==> src/rtl/timing_sequencer_if.sv <==
// Control/status bundle between the MERC-16 control FSM and the step sequencer.
// The sequencer sits on the slave side; the FSM or a bench drives the master side.
interface timing_sequencer_if #(
    parameter int unsigned N = 4,
    parameter int unsigned M = 2**N
);
    logic         enable;
    logic         clear;
    logic         load;
    logic [N-1:0] load_step;
    logic [N-1:0] last_step;
    logic [N-1:0] step;
    logic [M-1:0] out;
    logic         invalid;
    logic         wrap;

    modport master (
        output enable, clear, load, load_step, last_step,
        input  step, out, invalid, wrap
    );

    modport slave (
        input  enable, clear, load, load_step, last_step,
        output step, out, invalid, wrap
    );
endinterface

==> src/rtl/timing_sequencer.sv <==
// One-hot T-state sequencer: binary step counter with clear/load/enable priority,
// programmable terminal step, and a combinational one-hot decode of the step register.
module timing_sequencer #(
    parameter int unsigned N = 4,
    parameter int unsigned M = 2**N
) (
    input  logic                clk,
    input  logic                rst,
    timing_sequencer_if.slave   bus
);
    localparam int unsigned STEP_W = N;

    logic [STEP_W-1:0] step_q;
    logic [STEP_W-1:0] step_d;
    logic              wrap_q;
    logic              wrap_d;
    logic [M-1:0]      out_c;

    // State register
    always_ff @(posedge clk or posedge rst) begin
        if (rst) begin
            step_q <= '0;
            wrap_q <= 1'b0;
        end else begin
            step_q <= step_d;
            wrap_q <= wrap_d;
        end
    end

    // Next step: clear beats load beats enable; a counted return to 0 raises wrap
    always_comb begin
        step_d = step_q;
        wrap_d = 1'b0;
        if (bus.clear) begin
            step_d = '0;
        end else if (bus.load) begin
            step_d = bus.load_step;
        end else if (bus.enable) begin
            if ((step_q == bus.last_step) || (step_q == '1)) begin
                step_d = '0;
                wrap_d = 1'b1;
            end else begin
                step_d = step_q + STEP_W'(1);
            end
        end
    end

    // One-hot decode straight off the register, so no input reaches the strobes
    always_comb begin
        out_c = '0;
        for (int unsigned k = 0; k < M; k++) begin
            out_c[k] = (step_q == STEP_W'(k));
        end
    end

    generate
        if (M >= 2**N) begin : g_full
            assign bus.invalid = 1'b0;
        end else begin : g_part
            assign bus.invalid = (step_q >= STEP_W'(M));
        end
    endgenerate

    assign bus.step = step_q;
    assign bus.out  = out_c;
    assign bus.wrap = wrap_q;
endmodule

==> src/flat_wrapper.sv <==
// flat-port wrapper written by rule: the top's interface ports become plain ports
module timing_sequencer_flat 
#(
    parameter int unsigned N = 4,
    parameter int unsigned M = 2**N
)
  (clk, rst, bus_enable, bus_clear, bus_load, bus_load_step, bus_last_step, bus_step, bus_out, bus_invalid, bus_wrap);
  timing_sequencer_if #(.N(N), .M(M)) bus_i ();
  input  logic clk;
  input  logic rst;
  input wire logic [$bits(bus_i.enable)-1:0] bus_enable;
  input wire logic [$bits(bus_i.clear)-1:0] bus_clear;
  input wire logic [$bits(bus_i.load)-1:0] bus_load;
  input wire logic [$bits(bus_i.load_step)-1:0] bus_load_step;
  input wire logic [$bits(bus_i.last_step)-1:0] bus_last_step;
  output wire logic [$bits(bus_i.step)-1:0] bus_step;
  output wire logic [$bits(bus_i.out)-1:0] bus_out;
  output wire logic [$bits(bus_i.invalid)-1:0] bus_invalid;
  output wire logic [$bits(bus_i.wrap)-1:0] bus_wrap;
  assign bus_i.enable = bus_enable;
  assign bus_i.clear = bus_clear;
  assign bus_i.load = bus_load;
  assign bus_i.load_step = bus_load_step;
  assign bus_i.last_step = bus_last_step;
  assign bus_step = bus_i.step;
  assign bus_out = bus_i.out;
  assign bus_invalid = bus_i.invalid;
  assign bus_wrap = bus_i.wrap;
  timing_sequencer #(.N(N), .M(M)) u_core (.clk(clk), .rst(rst), .bus(bus_i));
endmodule
==> config.mk <==
export PLATFORM = sky130hd
export DESIGN_NAME = timing_sequencer_flat
export DESIGN_NICKNAME = d
export VERILOG_FILES = /design/src/rtl/timing_sequencer_if.sv /design/src/rtl/timing_sequencer.sv /design/src/flat_wrapper.sv
export SDC_FILE = /design/constraint.sdc
export NUM_CORES = 1
export LEC_CHECK = 0
export CELL_PAD_IN_SITES_DETAIL_PLACEMENT = 0
export CELL_PAD_IN_SITES_GLOBAL_PLACEMENT = 1
export CORE_MARGIN = 2
export CORE_UTILIZATION = 27
export DETAILED_ROUTE_END_ITERATION = 8
export GPL_TIMING_DRIVEN = 0
export PLACE_DENSITY = 0.94
export SYNTH_ARGS = -nofsm -noshare
export SYNTH_HDL_FRONTEND = slang
export SYNTH_SLANG_ARGS = --single-unit
export TNS_END_PERCENT = 20
==> constraint.sdc <==
create_clock -name clk -period 3 [get_ports clk]
set_clock_uncertainty 0.15 [all_clocks]
set_input_delay 0.9 -clock clk [delete_from_list [all_inputs] [get_ports clk]]
set_output_delay 0.9 -clock clk [all_outputs]
set_load 0.03 [all_outputs]
==> results_dict.tcl <==
set metrics [dict create \
    status "finished, final reports clean" \
    clk_path_buf_depth 2 \
    dieArea_sq_um 2500 \
    start_util 0.288 \
    reg2reg_from "u_core.bus.step[0]$_DFFE_PP0P_" \
    syn_area_sq_um 571 \
    port_buffers 32 \
    dr.first_iter.drc_count 2 \
    die_w_um 50.0 \
    synth_ff_type "dfrtp_1" \
    drv_slew 0 \
    grt_max_degree 11 \
    fin_area_sq_um 976 \
    routed_wl_um 1390 \
    post_cts_buffers 0 \
    finalSetupTns_ps 0 \
    rrSetupSlack_ps 1290 \
    netSwitchingFraction 0.360 \
    core_area_sq_um 1980 \
    drc_errors 0 \
    max_freq_mhz 349 \
    synth_fp_nets 80 \
    drive_gt1_frac 0.111 \
    root_buffer "clkbuf_4" \
    pwr-share-clk 0.281 \
    gp_congestion 0.698 \
    cp_max_fo 7 \
    worstSetupPathType "reg2out" \
    seqPwrFrac 0.274 \
    critPathArrivalTime_ps 1820 \
    path_cells "ha_1 > and2_1 > clkdlybuf4s50_1" \
    dpl_cell_area_sq_um 925 \
    avgViaCountPerCell 4.32 \
    fp.dieH_um 50.0 \
    period_share 0.956 \
    syn_avg_cell_area_sq_um 9.06 \
    grt_pass1_wl_um 2210 \
    grt_pass1_vias 494 \
    num_rows 16 \
    hold_path.class "reg2reg" \
    synth_area_leader_cell "dfrtp_1" \
    end_kind "output port" \
    numCtsBuffers 3 \
    cp_slowest_stage_delay_ps 670 \
    cts_sinks 5 \
    rsz0062_at_grt "false" \
    synth_edf_count 0 \
    nNetsFinal 117 \
    htreeDepth 1 \
    fill_cells 196 \
    first_pass_iters 3 \
    antenna_found_initial 0 \
    reg2regPathDepth 4 \
    min_delay_path_depth 3 \
    regToRegEndpoint "u_core.bus.step[3]$_DFFE_PP0P_" \
    track_usage 0.118 \
    powerDensity_nw_per_um2 293 \
    netlist.area_leader.share 0.219 \
    setup_viol 0 \
    ir_worst_vdd_v 0.000218 \
    synth.distinct_cells 25 \
    p_sw_uw 103 \
    slowest_stage "clkdlybuf4s50_1" \
    clkSlewWorstSetupHoldPaths_ps 50 \
    hold_violations 0 \
    synth.ff_latch_count 5 \
    io_pins 35 \
    routedWlPerCell_um 11.0 \
    seq_area_frac_synth 0.219 \
    ant_nets 0 \
    cts_tree "yes" \
    clkLatencyLatePin_ps 250 \
    critPathLaunchType "flop" \
    ys_warn_count 0 \
    async_reset_ff_frac 1.00 \
    synthCells 63 \
    min_to "u_core.bus.step[2]$_DFFE_PP0P_" \
    worstPathRequired_ps 1950 \
    diodes 0 \
    num_vias 544 \
    synth_area_leaders "dfrtp_1 (22%), and2_1 (13%), ha_1 (8.8%), xnor2_1 (6.1%), o32ai_2 (5.7%)" \
    cap_violations 0 \
    min-delay-start "u_core.bus.step[2]$_DFFE_PP0P_" \
    grt_overflow_total 0 \
    power.leakage_uw 0.000563 \
    dpl.hpwl_um 1140 \
    p_comb_frac 0.445 \
    syn_to_final_growth_pct 71.1 \
    period_needed_ps 2870 \
    internal_power_uw 183 \
]
[power by group through the flow]
stage / Sequential [uW] / Combinational [uW] / Clock [uW]
2_1_floorplan: 86.7 / 69.6 / 0
3_3_place_gp: 79.9 / 127 / 0
3_5_place_dp: 79.8 / 129 / 0
4_1_cts: 78.8 / 130 / 83.7
5_1_grt: 79.8 / 137 / 90.8
6_report: 78.4 / 127 / 80.4
[metal layers]
layer  global-route usage  part of all wire  vias up
met1                0.157              0.46      235
met4               0.0556            0.0072        0
met2                0.173              0.47       22
li1                     -                 -      284
met3               0.0364             0.065        3
met5                    0                 0        -
[cell families after synthesis]
group                    share of synthesized area
flip-flops                                   0.219
other                                      0.00657
XOR/XNOR                                     0.105
AND/OR/NAND/NOR                              0.311
AO/OA/AOI/OAI                                0.171
adder cells (fa/ha/maj)                     0.0877
buffers and inverters                       0.0987
[layout make-up]
class                           instances  area, sq um  share of cell area
Multi-Input combinational cell         48          389               0.399
Buffer                                  4         33.8              0.0346
Tap cell                               27         33.8              0.0346
Clock buffer                            4         26.3              0.0269
Inverter                                6         22.5              0.0231
Sequential cell                         5          125               0.128
Timing Repair Buffer                   32          345               0.354
[synthesized netlist by cell type (2+ instances only)]
library cell  instances
a21oi_1               4
ha_1                  4
dfrtp_1               5
buf_6                 2
and3_1                3
xnor2_1               4
nand3_1               2
nor2b_1               2
nor3b_1               4
o32ai_2               2
and2_1               12
inv_1                 6
[what timing repair did]
action                     4_1_cts  5_1_grt
gates resized for setup          0       10
hold buffers                     0        0
setup endpoints to repair        0       10
hold endpoints to repair         0        0
[worst max path at each step]
stage	cells after the start	slack [ps]	start	endpoint
after floorplan	3	730	u_core.bus.step[0]$_DFFE_PP0P_	bus_out[12]
after global placement	3	300	u_core.bus.step[1]$_DFFE_PP0P_	bus_out[15]
after detailed placement	4	300	u_core.bus.step[0]$_DFFE_PP0P_	bus_out[14]
after CTS	4	30	u_core.bus.step[0]$_DFFE_PP0P_	bus_out[14]
after global routing	4	10	u_core.bus.step[1]$_DFFE_PP0P_	bus_out[9]
final	3	130	u_core.bus.step[0]$_DFFE_PP0P_	bus_out[7]
[stage by stage]
stage           util  hold WS [ps]  total power [uW]  std cells  setup WS [ps]
5_1_grt        0.492           694               307        126           10.7
4_1_cts        0.480           638               292        126           28.5
2_1_floorplan      -           529               156         63            729
6_report       0.492           631               286        126            133
3_5_place_dp   0.467           628               209        122            300
3_3_place_gp   0.467           617               207        122            299
[state kept, by name, summed over array words and instances (netlist names)]
register and count:
u_core.bus.step 4, u_core.bus.wrap 1
[placed cells by master (no fill, tap or decap), drive strengths merged]
cell type	instances
a21oi	4
a41o	1
and2	12
and2b	1
and3	4
and4	1
buf	3
clkbuf	5
clkdlybuf4s50	22
conb	1
dfrtp	5
dlymetal6s2s	10
ha	4
inv	6
nand3	2
nor2	1
nor2b	2
nor3b	4
o2111ai	1
o22ai	1
o32ai	3
xnor2	5
xor2	1
[critical path: cells and delay by family, from the launching register on]
family | cells | cell delay, ps
and+or+nand+nor | 1 | 150
DFF | 1 | 470
adders and majority gates | 1 | 290
buffers and inverters | 1 | 670
Power figures use the tool's default switching activity.
